==> src/rtl/inst_fetch_queue_pkg.sv <==
// Shared configuration for the instruction fetch queue: default widths, reset PC
// and FSM state encodings.
package inst_fetch_queue_pkg;

    localparam int          ADDR_W_DEF   = 32;
    localparam int          INST_W_DEF   = 32;
    localparam logic [31:0] RESET_PC_DEF = 32'h0000_0000;

    typedef enum logic [1:0] {
        ST_IDLE = 2'b00,
        ST_REQ  = 2'b01,
        ST_DROP = 2'b10
    } fetch_state_e;

endpackage

==> src/rtl/inst_fetch_queue_if.sv <==
// Memory, decoder and redirect signals between the fetch queue (master) and
// its surroundings (slave).
interface inst_fetch_queue_if #(
    parameter int ADDR_W = 32,
    parameter int INST_W = 32
);
    logic              mem_valid;
    logic [ADDR_W-1:0] mem_addr;
    logic [INST_W-1:0] mem_result;
    logic              mem_ready;

    logic              inst_valid;
    logic [ADDR_W-1:0] inst_addr;
    logic [INST_W-1:0] inst_result;
    logic              dc_ok;

    logic              dc_redirect;
    logic [ADDR_W-1:0] dc_next_pc;
    logic              rob_clear;
    logic [ADDR_W-1:0] rob_next_pc;

    modport master (
        output mem_valid, mem_addr, inst_valid, inst_addr, inst_result,
        input  mem_result, mem_ready, dc_ok, dc_redirect, dc_next_pc,
               rob_clear, rob_next_pc
    );

    modport slave (
        input  mem_valid, mem_addr, inst_valid, inst_addr, inst_result,
        output mem_result, mem_ready, dc_ok, dc_redirect, dc_next_pc,
               rob_clear, rob_next_pc
    );
endinterface

==> src/rtl/inst_fetch_queue_fetch_fifo.sv <==
// Circular buffer of (PC, instruction) pairs with push, pop and flush.
// Callers gate push/pop/flush; pop is only requested when count is non-zero.
module fetch_fifo #(
    parameter int DEPTH = 4,
    parameter int AW    = 32,
    parameter int IW    = 32
) (
    input  logic                     clk_in,
    input  logic                     rst_in,
    input  logic                     push,
    input  logic [AW-1:0]            push_addr,
    input  logic [IW-1:0]            push_data,
    input  logic                     pop,
    input  logic                     flush,
    output logic [AW-1:0]            head_addr,
    output logic [IW-1:0]            head_data,
    output logic [$clog2(DEPTH):0]   count
);
    localparam int PTR_W = $clog2(DEPTH);
    localparam int CNT_W = PTR_W + 1;

    logic [PTR_W-1:0] wr_ptr_q, wr_ptr_d;
    logic [PTR_W-1:0] rd_ptr_q, rd_ptr_d;
    logic [CNT_W-1:0] count_q, count_d;
    logic [AW-1:0]    addr_q [DEPTH];
    logic [IW-1:0]    data_q [DEPTH];

    always_comb begin
        wr_ptr_d = wr_ptr_q;
        rd_ptr_d = rd_ptr_q;
        count_d  = count_q;
        if (flush) begin
            wr_ptr_d = '0;
            rd_ptr_d = '0;
            count_d  = '0;
        end else begin
            if (push) wr_ptr_d = wr_ptr_q + PTR_W'(1);
            if (pop)  rd_ptr_d = rd_ptr_q + PTR_W'(1);
            if (push && !pop)      count_d = count_q + CNT_W'(1);
            else if (pop && !push) count_d = count_q - CNT_W'(1);
        end
    end

    always_ff @(posedge clk_in or posedge rst_in) begin
        if (rst_in) begin
            wr_ptr_q <= '0;
            rd_ptr_q <= '0;
            count_q  <= '0;
        end else begin
            wr_ptr_q <= wr_ptr_d;
            rd_ptr_q <= rd_ptr_d;
            count_q  <= count_d;
        end
    end

    // Storage needs no reset: the head is masked to zero while empty.
    always_ff @(posedge clk_in) begin
        if (push && !flush) begin
            addr_q[wr_ptr_q] <= push_addr;
            data_q[wr_ptr_q] <= push_data;
        end
    end

    assign head_addr = (count_q != '0) ? addr_q[rd_ptr_q] : '0;
    assign head_data = (count_q != '0) ? data_q[rd_ptr_q] : '0;
    assign count     = count_q;

endmodule

==> src/rtl/inst_fetch_queue.sv <==
// Instruction fetch front end: one outstanding memory request at a time,
// results queued in order for the decoder, with flush on redirect/mispredict.
//   state   | meaning
//   IDLE    | no request outstanding
//   REQ     | request outstanding, response will be queued
//   DROP    | stale request outstanding, response discarded
module inst_fetch_queue
    import inst_fetch_queue_pkg::*;
#(
    parameter int                 IQ_DEPTH = 4,
    parameter int                 ADDR_W   = ADDR_W_DEF,
    parameter int                 INST_W   = INST_W_DEF,
    parameter logic [ADDR_W-1:0]  RESET_PC = ADDR_W'(RESET_PC_DEF)
) (
    input  logic                clk_in,
    input  logic                rst_in,
    input  logic                rdy_in,
    inst_fetch_queue_if.master  bus
);
    localparam int CNT_W = $clog2(IQ_DEPTH) + 1;

    fetch_state_e      state_q, state_d;
    logic [ADDR_W-1:0] pc_q, pc_d;
    logic [ADDR_W-1:0] req_addr_q, req_addr_d;
    logic [ADDR_W-1:0] redirect_pc;
    logic [ADDR_W-1:0] pc_inc;
    logic [CNT_W-1:0]  count;
    logic [CNT_W:0]    cnt_after;
    logic              push, pop, flush;

    assign pc_inc    = pc_q + ADDR_W'(4);
    assign cnt_after = {1'b0, count} + (CNT_W+1)'(1) - (CNT_W+1)'(pop);

    always_comb begin
        state_d     = state_q;
        pc_d        = pc_q;
        req_addr_d  = req_addr_q;
        push        = 1'b0;
        pop         = 1'b0;
        flush       = 1'b0;
        // rob_clear outranks a decoder-predicted redirect
        redirect_pc = bus.rob_clear ? bus.rob_next_pc : bus.dc_next_pc;
        if (rdy_in) begin
            flush = bus.rob_clear | bus.dc_redirect;
            if (flush) begin
                pc_d = redirect_pc;
                if (state_q != ST_IDLE)
                    state_d = bus.mem_ready ? ST_IDLE : ST_DROP;
            end else begin
                pop = bus.dc_ok && (count != '0);
                case (state_q)
                    ST_IDLE: begin
                        if (count < CNT_W'(IQ_DEPTH)) begin
                            state_d    = ST_REQ;
                            req_addr_d = pc_q;
                        end
                    end
                    ST_REQ: begin
                        if (bus.mem_ready) begin
                            push = 1'b1;
                            pc_d = pc_inc;
                            if (cnt_after < (CNT_W+1)'(IQ_DEPTH)) begin
                                state_d    = ST_REQ;
                                req_addr_d = pc_inc;
                            end else begin
                                state_d = ST_IDLE;
                            end
                        end
                    end
                    ST_DROP: begin
                        if (bus.mem_ready) state_d = ST_IDLE;
                    end
                    default: state_d = ST_IDLE;
                endcase
            end
        end
    end

    always_ff @(posedge clk_in or posedge rst_in) begin
        if (rst_in) begin
            state_q    <= ST_IDLE;
            pc_q       <= RESET_PC;
            req_addr_q <= RESET_PC;
        end else begin
            state_q    <= state_d;
            pc_q       <= pc_d;
            req_addr_q <= req_addr_d;
        end
    end

    fetch_fifo #(
        .DEPTH (IQ_DEPTH),
        .AW    (ADDR_W),
        .IW    (INST_W)
    ) u_fifo (
        .clk_in    (clk_in),
        .rst_in    (rst_in),
        .push      (push),
        .push_addr (pc_q),
        .push_data (bus.mem_result),
        .pop       (pop),
        .flush     (flush),
        .head_addr (bus.inst_addr),
        .head_data (bus.inst_result),
        .count     (count)
    );

    assign bus.mem_valid  = (state_q != ST_IDLE);
    assign bus.mem_addr   = req_addr_q;
    assign bus.inst_valid = (count != '0);

endmodule
==> src/flat_wrapper.sv <==
// flat-port wrapper written by rule: the top's interface ports become plain ports
module inst_fetch_queue_flat import inst_fetch_queue_pkg::*;
#(
    parameter int                 IQ_DEPTH = 4,
    parameter int                 ADDR_W   = ADDR_W_DEF,
    parameter int                 INST_W   = INST_W_DEF,
    parameter logic [ADDR_W-1:0]  RESET_PC = ADDR_W'(RESET_PC_DEF)
)
  (clk_in, rst_in, rdy_in, bus_mem_valid, bus_mem_addr, bus_inst_valid, bus_inst_addr, bus_inst_result, bus_mem_result, bus_mem_ready, bus_dc_ok, bus_dc_redirect, bus_dc_next_pc, bus_rob_clear, bus_rob_next_pc);
  inst_fetch_queue_if #(.ADDR_W(ADDR_W), .INST_W(INST_W)) bus_i ();
  input  logic clk_in;
  input  logic rst_in;
  input  logic rdy_in;
  output wire logic [$bits(bus_i.mem_valid)-1:0] bus_mem_valid;
  output wire logic [$bits(bus_i.mem_addr)-1:0] bus_mem_addr;
  output wire logic [$bits(bus_i.inst_valid)-1:0] bus_inst_valid;
  output wire logic [$bits(bus_i.inst_addr)-1:0] bus_inst_addr;
  output wire logic [$bits(bus_i.inst_result)-1:0] bus_inst_result;
  input wire logic [$bits(bus_i.mem_result)-1:0] bus_mem_result;
  input wire logic [$bits(bus_i.mem_ready)-1:0] bus_mem_ready;
  input wire logic [$bits(bus_i.dc_ok)-1:0] bus_dc_ok;
  input wire logic [$bits(bus_i.dc_redirect)-1:0] bus_dc_redirect;
  input wire logic [$bits(bus_i.dc_next_pc)-1:0] bus_dc_next_pc;
  input wire logic [$bits(bus_i.rob_clear)-1:0] bus_rob_clear;
  input wire logic [$bits(bus_i.rob_next_pc)-1:0] bus_rob_next_pc;
  assign bus_mem_valid = bus_i.mem_valid;
  assign bus_mem_addr = bus_i.mem_addr;
  assign bus_inst_valid = bus_i.inst_valid;
  assign bus_inst_addr = bus_i.inst_addr;
  assign bus_inst_result = bus_i.inst_result;
  assign bus_i.mem_result = bus_mem_result;
  assign bus_i.mem_ready = bus_mem_ready;
  assign bus_i.dc_ok = bus_dc_ok;
  assign bus_i.dc_redirect = bus_dc_redirect;
  assign bus_i.dc_next_pc = bus_dc_next_pc;
  assign bus_i.rob_clear = bus_rob_clear;
  assign bus_i.rob_next_pc = bus_rob_next_pc;
  inst_fetch_queue #(.IQ_DEPTH(IQ_DEPTH), .ADDR_W(ADDR_W), .INST_W(INST_W), .RESET_PC(RESET_PC)) u_core (.clk_in(clk_in), .rst_in(rst_in), .rdy_in(rdy_in), .bus(bus_i));
endmodule
==> config.mk <==
export PLATFORM = sky130hd
export DESIGN_NAME = inst_fetch_queue_flat
export DESIGN_NICKNAME = d
export VERILOG_FILES = /design/src/rtl/inst_fetch_queue_pkg.sv /design/src/rtl/inst_fetch_queue_if.sv /design/src/rtl/inst_fetch_queue_fetch_fifo.sv /design/src/rtl/inst_fetch_queue.sv /design/src/flat_wrapper.sv
export SDC_FILE = /design/constraint.sdc
export NUM_CORES = 1
export LEC_CHECK = 0
export BUFFER_PORTS_ARGS = -buffer_cell sky130_fd_sc_hd__buf_2
export CORE_UTILIZATION = 59
export CTS_BUF_LIST = sky130_fd_sc_hd__clkbuf_4
export CTS_CLUSTER_SIZE = 16
export DETAILED_ROUTE_END_ITERATION = 16
export PLACE_DENSITY = 0.85
export SYNTH_ARGS = -nofsm -noshare
export SYNTH_HDL_FRONTEND = slang
export SYNTH_SLANG_ARGS = --single-unit
export TNS_END_PERCENT = 30
==> constraint.sdc <==
create_clock -name clk_in -period 4.2 [get_ports clk_in]
set_clock_uncertainty 0.05 [all_clocks]
set_input_delay 0.42 -clock clk_in [delete_from_list [all_inputs] [get_ports clk_in]]
set_output_delay 0.42 -clock clk_in [all_outputs]
set_load 0.1 [all_outputs]
==> metrics.yaml, run 1 <==
status: "finished clean"
crit_path_max_incr_delay_ns: 0.83
gp_congestion: 0.885
ys_top_cells_by_area: "edfxtp_1 (55%), dfrtp_1 (13%), mux4_2 (10%)"
numPortBuffers: 200
grt_pass1_vias: 9195
yosysSeqAreaShare_pct: 67.6
tightestPinTransition_ns: 1.06
fin_util_pct: 71.9
period_share_pct: 81.8
grt_pass1_wl_um: 49900
placed_cells: 1389
ant_nets: 0
dr.pass1.iters: 8
synth_top_area_share_pct: 54.6
slew_violations: 0
yosys_register_bits: 329
core_mm2: 0.0235
grt_overflow: 0
antenna_found_initial: 1
grt_max_degree: 67
area_delta_synth_final_pct: 19.8
clock_path_buffers: 3
pwr_density_cell_mw_per_mm2: 635
period_minus_slack_ns: 3.43
setup_viol: 0
synth_common_cells: "edfxtp_1 (256), dfrtp_1 (73), and2_1 (65)"
root_buffer: "clkbuf_4"
ir_drop_uv: 699
ys_warn_count: 0
viasPerCell: 5.90
hold_viol: 0
drtIter0Drc: 887
pre_cts_slack_ns: 1.19
via_count: 9317
endpoint_kind: "output pin"
slew_headroom_pct: 29.3
fin_ws_ns: 0.765
yosys.area_share.simple_pct: 9.41
slowest_stage: "dfrtp_4"
rows: 56
drc: 0
cts_resized: 0
synth_mux_area_share_pct: 10.7
required_ns: 3.73
detail_route.wl_per_cell_um: 20.6
synthAdderAreaFrac_pct: 0.675
path_cells: "buf_12 > mux4_2 > and2_1 > buf_2"
yosysTopAreaCell: "edfxtp_1"
final.setup.tns_ns: 0
die_h_um: 157
synth_top_family_by_area: "multiplexers"
cts.clk_slew.worst_paths_ns: 0.07
synth_area_mm2: 0.0141
cts_tree: "done"
synth_fp_nets: 1034
clk_latency_ns: 0.66
max_freq_mhz: 291
synth_compound_area_share_pct: 7.21
leakagePower_nw: 6.24
synth_cell_type_count: 56
groute.usage.overall_pct: 27.3
crit_path_max_fanout: 37
crit_arrival_ns: 2.96
max-cap-violations: 0
nNetsFinal: 1305
die_area_mm2: 0.0245
cts_sinks: 329
synth.most_common_cell: "edfxtp_1"
synth_edf_count: 256
die_x_um: 157
synth_async_sr_flop_share_pct: 22.2
dp_hpwl_um: 20300
drive_gt1_share_pct: 34.5
hold_path.class: "in -> reg"
numCtsBuffers: 80
drt_wl_total_um: 32500
synthCells: 924
htree_levels: 3
startpoint_type: "flip-flop"
rsz0062_at_grt: "false"
start_util_pct: 60.0
synth_xor_area_share_pct: 2.05
ys.flop_type: "edfxtp_1"
syn_area_per_cell_um2: 15.2
io_pins: 201
worstSetupPathType: "reg -> out"
fin_cells: 1580
hold_ws_ns: 0.0394
## stage by stage
stage          cell area [um2]  power, mW
3_5_place_dp             15400       8.08
3_3_place_gp             15400       8.03
2_1_floorplan            14100       7.40
4_1_cts                  16900       10.8
5_1_grt                  16900       11.1
6_report                 16900       10.7
## cell usage in the layout, fill, tap and decap left out, drive strengths merged, types with 7 or more instances in the layout
cell,n
edfxtp,256
buf,215
clkbuf,127
dfrtp,73
and2,66
mux4,64
nand2,58
o21ai,57
a21oi,55
dlygate4sd3,43
nor2,26
nand4,21
nand3,19
xnor2,17
xor2,16
clkinv,15
o22ai,14
o22a,11
inv,11
and3,11
nor3,10
and4,7
## routing by layer
metal  track usage [%]  routed length, um
met1              38.6              13300
met2              42.4              15700
met3              5.98               2880
met4              9.48                582
met5                 0                  0
## worst paths after layout
kind	start	endpoint	slack, ns	cells after the start
min reg2reg	u_core.bus.mem_addr[23]	u_core.bus.mem_addr[23]	0.44	2
max	u_core.u_fifo.rd_ptr_q[0]	bus_inst_result[3]	0.77	4
min	bus_rob_next_pc[3]	u_core.pc_q[3]	0.04	3
max reg2reg	u_core.u_fifo.count[0]	u_core.u_fifo.count[2]	1.26	8
min in group asynchronous	rst_in	u_core.bus.mem_addr[25]	0.53	3
max in group asynchronous	rst_in	u_core.bus.mem_addr[7]	2.61	4
## state kept, by name, indices dropped and copies added (netlist names)
name and flops:
u_core.u_fifo.data_q 128, u_core.u_fifo.addr_q 128, u_core.pc_q 32, u_core.bus.mem_addr 32, u_core.state_q 2, u_core.u_fifo.rd_ptr_q 2, u_core.u_fifo.wr_ptr_q 2, u_core.u_fifo.count 3
## final cells by class
cell class | count | area, um2
sequential | 329 | 9520
fill | 1473 | 6600
multi-input combinational | 517 | 4260
timing repair buffer | 258 | 1590
clock buffer | 127 | 953
tap | 319 | 399
clock inverter | 20 | 109
inverter | 9 | 33.8
antenna | 1 | 2.50
## worst max-delay path, delay by kind of cell, from the launching register on
kind	cells	cell delay [ns]
DFF	1	0.83
buffers and inverters	2	0.65
muxes	1	0.60
and+or+nand+nor	1	0.19
## power breakdown
part	internal [mW]	switching (mW)
registers	3.80	0.309
logic	0.699	3.25
clock network	1.44	1.21
## cell families after synthesis
| family | Yosys count |
|---|---|
| xor gates and xnor gates | 33 |
| DFF | 329 |
| AOI/OAI and AO/OA | 171 |
| buffers and inverters | 78 |
| muxes | 70 |
| and+or+nand+nor | 236 |
| adders and majority gates | 7 |
## repair_timing
item                      CTS  global route
hold endpoints to repair  182             0
hold buffers               43             0
setup buffers               0             0
(Power assumes the default switching activity.)
==> run 2: changes to the inputs <==
--- a/config.mk
+++ b/config.mk
@@ -6,11 +6,11 @@
 export NUM_CORES = 1
 export LEC_CHECK = 0
 export BUFFER_PORTS_ARGS = -buffer_cell sky130_fd_sc_hd__buf_2
-export CORE_UTILIZATION = 59
+export CORE_UTILIZATION = 54
 export CTS_BUF_LIST = sky130_fd_sc_hd__clkbuf_4
 export CTS_CLUSTER_SIZE = 16
 export DETAILED_ROUTE_END_ITERATION = 16
-export PLACE_DENSITY = 0.85
+export PLACE_DENSITY = 0.82
 export SYNTH_ARGS = -nofsm -noshare
 export SYNTH_HDL_FRONTEND = slang
 export SYNTH_SLANG_ARGS = --single-unit
==> constraint.sdc (replaced) <==
create_clock -name clk_in -period 2.8 [get_ports clk_in]
set_clock_uncertainty 0.05 [all_clocks]
set_input_delay 0.28 -clock clk_in [delete_from_list [all_inputs] [get_ports clk_in]]
set_output_delay 0.28 -clock clk_in [all_outputs]
set_load 0.1 [all_outputs]
==> run 2 against run 1 <==
Effect of this change:
- count of clock-buffer cells in the layout is 4 lower
- clock power up 51%
- core utilization down 2.3 points
- worst setup slack got worse by 0.68 ns
- sequential power grew 49%
- cell count rose by 4.6%
- combinational power increased by 60%
- global-route usage fell by 1.5 points
- largest cell class unchanged
==> metrics.yaml, run 2 (synthesized netlist as in run 1, its figures left out) <==
period_share_pct: 96.8
fin_cells: 1652  # +4.6%
tightestPinTransition_ns: 0.698  # -0.361 ns
dp_hpwl_um: 20200  # -0.44%
area_delta_synth_final_pct: 25.4
numPortBuffers: 200  # unchanged
io_pins: 201  # unchanged
cts_sinks: 329  # unchanged
gp_congestion: 0.923  # +4.2%
detail_route.wl_per_cell_um: 20.6  # about the same
regArea_mm2: 0.00952  # about the same
placed_area_mm2: 0.0156  # +1.4%
rows: 58  # +3.6%
final_cell_mix: "edfxtp_1 (256), buf_2 (152), clkbuf_4 (128), dlygate4sd3_1 (79), dfrtp_1 (71)"
reg_top3: "u_core.u_fifo.addr_q x128, u_core.u_fifo.data_q x128"
grt_pass1_wl_um: 51500  # +3.1%
status: "finished clean"
ant_nets: 0  # unchanged
grt_max_degree: 74  # +10%
setup_viol: 0  # unchanged
start_util_pct: 55.4  # -4.6 points
intPower_mw: 9.13  # +54%
max-cap-violations: 0  # unchanged
crit_path_max_fanout: 15  # -59%
htree_levels: 3  # unchanged
grt_pass1_vias: 9394  # +2.2%
via_count: 9569  # +2.7%
n_fill_cell: 1735  # +18%
groute.usage.overall_pct: 25.8  # -1.5 points
numCtsBuffers: 83  # +3.8%
die_x_um: 163  # +4.5%
endpoint_kind: "output pin"
final_common_cell: "edfxtp_1"
startpoint_type: "flip-flop"
multiInputGateArea_mm2: 0.00427  # +0.29%
hold_path.class: "in -> reg"
core_mm2: 0.0254  # +8.2%
design_area_mm2: 0.0177  # +4.7%
hold_ws_ns: 0.0456  # +0.00620 ns
die_h_um: 163  # +4.5%
max_freq_mhz: 369
drtIter0Drc: 996  # +12%
ir_drop_uv: 1030  # +47%
viasPerCell: 5.79  # -1.8%
power.switching_mw: 7.30  # +53%
dr.pass1.iters: 5  # -3
crit_arrival_ns: 2.38  # -0.58 ns
slew_headroom_pct: 53.4  # +24 points
clk_latency_ns: 0.67  # about the same
worstSetupPathType: "reg -> out"
period_minus_slack_ns: 2.71
leakagePower_nw: 6.55  # +4.9%
pwr_density_cell_mw_per_mm2: 930  # +46%
grt_overflow: 0  # unchanged
pwr-share-clk_pct: 24.4  # -0.3 points
drt_wl_total_um: 34000  # +4.5%
placed_cells: 1413  # +1.7%
root_buffer: "clkbuf_4"
combPwrFrac_pct: 38.4  # +1.5 points
rsz0062_at_grt: "true"
die_area_mm2: 0.0267  # +9.1%
seqPwrFrac_pct: 37.2  # -1.2 points
nNetsFinal: 1364  # +4.5%
drive_gt1_share_pct: 34.4  # -0.080 points
slew_violations: 0  # unchanged
hold_viol: 0  # unchanged
drc: 0  # unchanged
cts_tree: "done"
required_ns: 2.47  # -1.26 ns
clock_path_buffers: 3  # unchanged
cts.clk_slew.worst_paths_ns: 0.07  # about the same
antenna_found_initial: 1  # unchanged
sw_frac_of_total_pct: 44.4  # -0.13 points
run 2: layer usage:
metal	track usage [%]	vias to the layer above	share of wire, %
li1	-	4285	-
met1	35.8	4654	41
met2	41.4	570	49
met3	4.88	60	8.7
met4	8.46	0	1.6
met5	0	-	0
run 2: layout make-up:
cell class	count	area share, %
Antenna cell	1	0.0142
Clock buffer	123	5.23
Clock inverter	29	0.815
Inverter	9	0.191
Multi-Input combinational cell	517	24.2
Sequential cell	329	53.9
Tap cell	330	2.34
Timing Repair Buffer	314	13.3
run 2: repair_timing:
| item | in CTS | in global routing |
|---|---|---|
| hold endpoints to repair | 229 | 0 |
| pin swaps | 0 | 1 |
| setup buffers | 3 | 4 |
| gates resized for setup | 24 | 51 |
| hold buffers | 79 | 0 |
| gates cloned | 0 | 0 |
| endpoints found under the setup margin | 64 | 55 |
run 2: critical path, stage by stage (launching register included):
cell	delay (ns)
dfrtp_4	0.54
buf_12	0.21
mux4_2	0.50
and2_1	0.16
buf_2	0.29
run 2: power by group through the flow:
stage / sequential [mW] / combinational, mW / clock (mW)
after floorplan: 7.62 / 3.48 / 0
final: 6.12 / 6.31 / 4.00
after global routing: 6.16 / 6.55 / 4.38
after detailed placement: 6.20 / 6.00 / 0
after CTS: 6.10 / 6.21 / 4.09
after global placement: 6.19 / 5.95 / 0
run 2: path summary, 6_finish.rpt:
path / cells after the start / endpoint / from / slack [ns]
max in group asynchronous: 4 / u_core.u_fifo.rd_ptr_q[0] / rst_in / 2.15
worst min register to register: 2 / u_core.bus.mem_addr[7] / u_core.bus.mem_addr[7] / 0.44
worst max-delay path: 4 / bus_inst_addr[12] / u_core.u_fifo.rd_ptr_q[0] / 0.09
min in group asynchronous: 4 / u_core.bus.mem_addr[27] / rst_in / 0.19
worst max register to register: 8 / u_core.pc_q[24] / u_core.pc_q[2] / 0.09
worst min-delay path: 4 / u_core.pc_q[26] / bus_dc_next_pc[26] / 0.05
run 2: through the flow:
stage	setup slack, ns	total power, mW	utilization (%)	setup TNS, ns
after global placement	0.511	12.1	61.3	0
after global routing	-0.0120	17.1	69.5	-0.0744
after detailed placement	0.481	12.2	61.3	0
after floorplan	-0.294	11.1	-	-18.79
after CTS	0.00134	16.4	69.1	0
final	0.0886	16.4	69.5	0
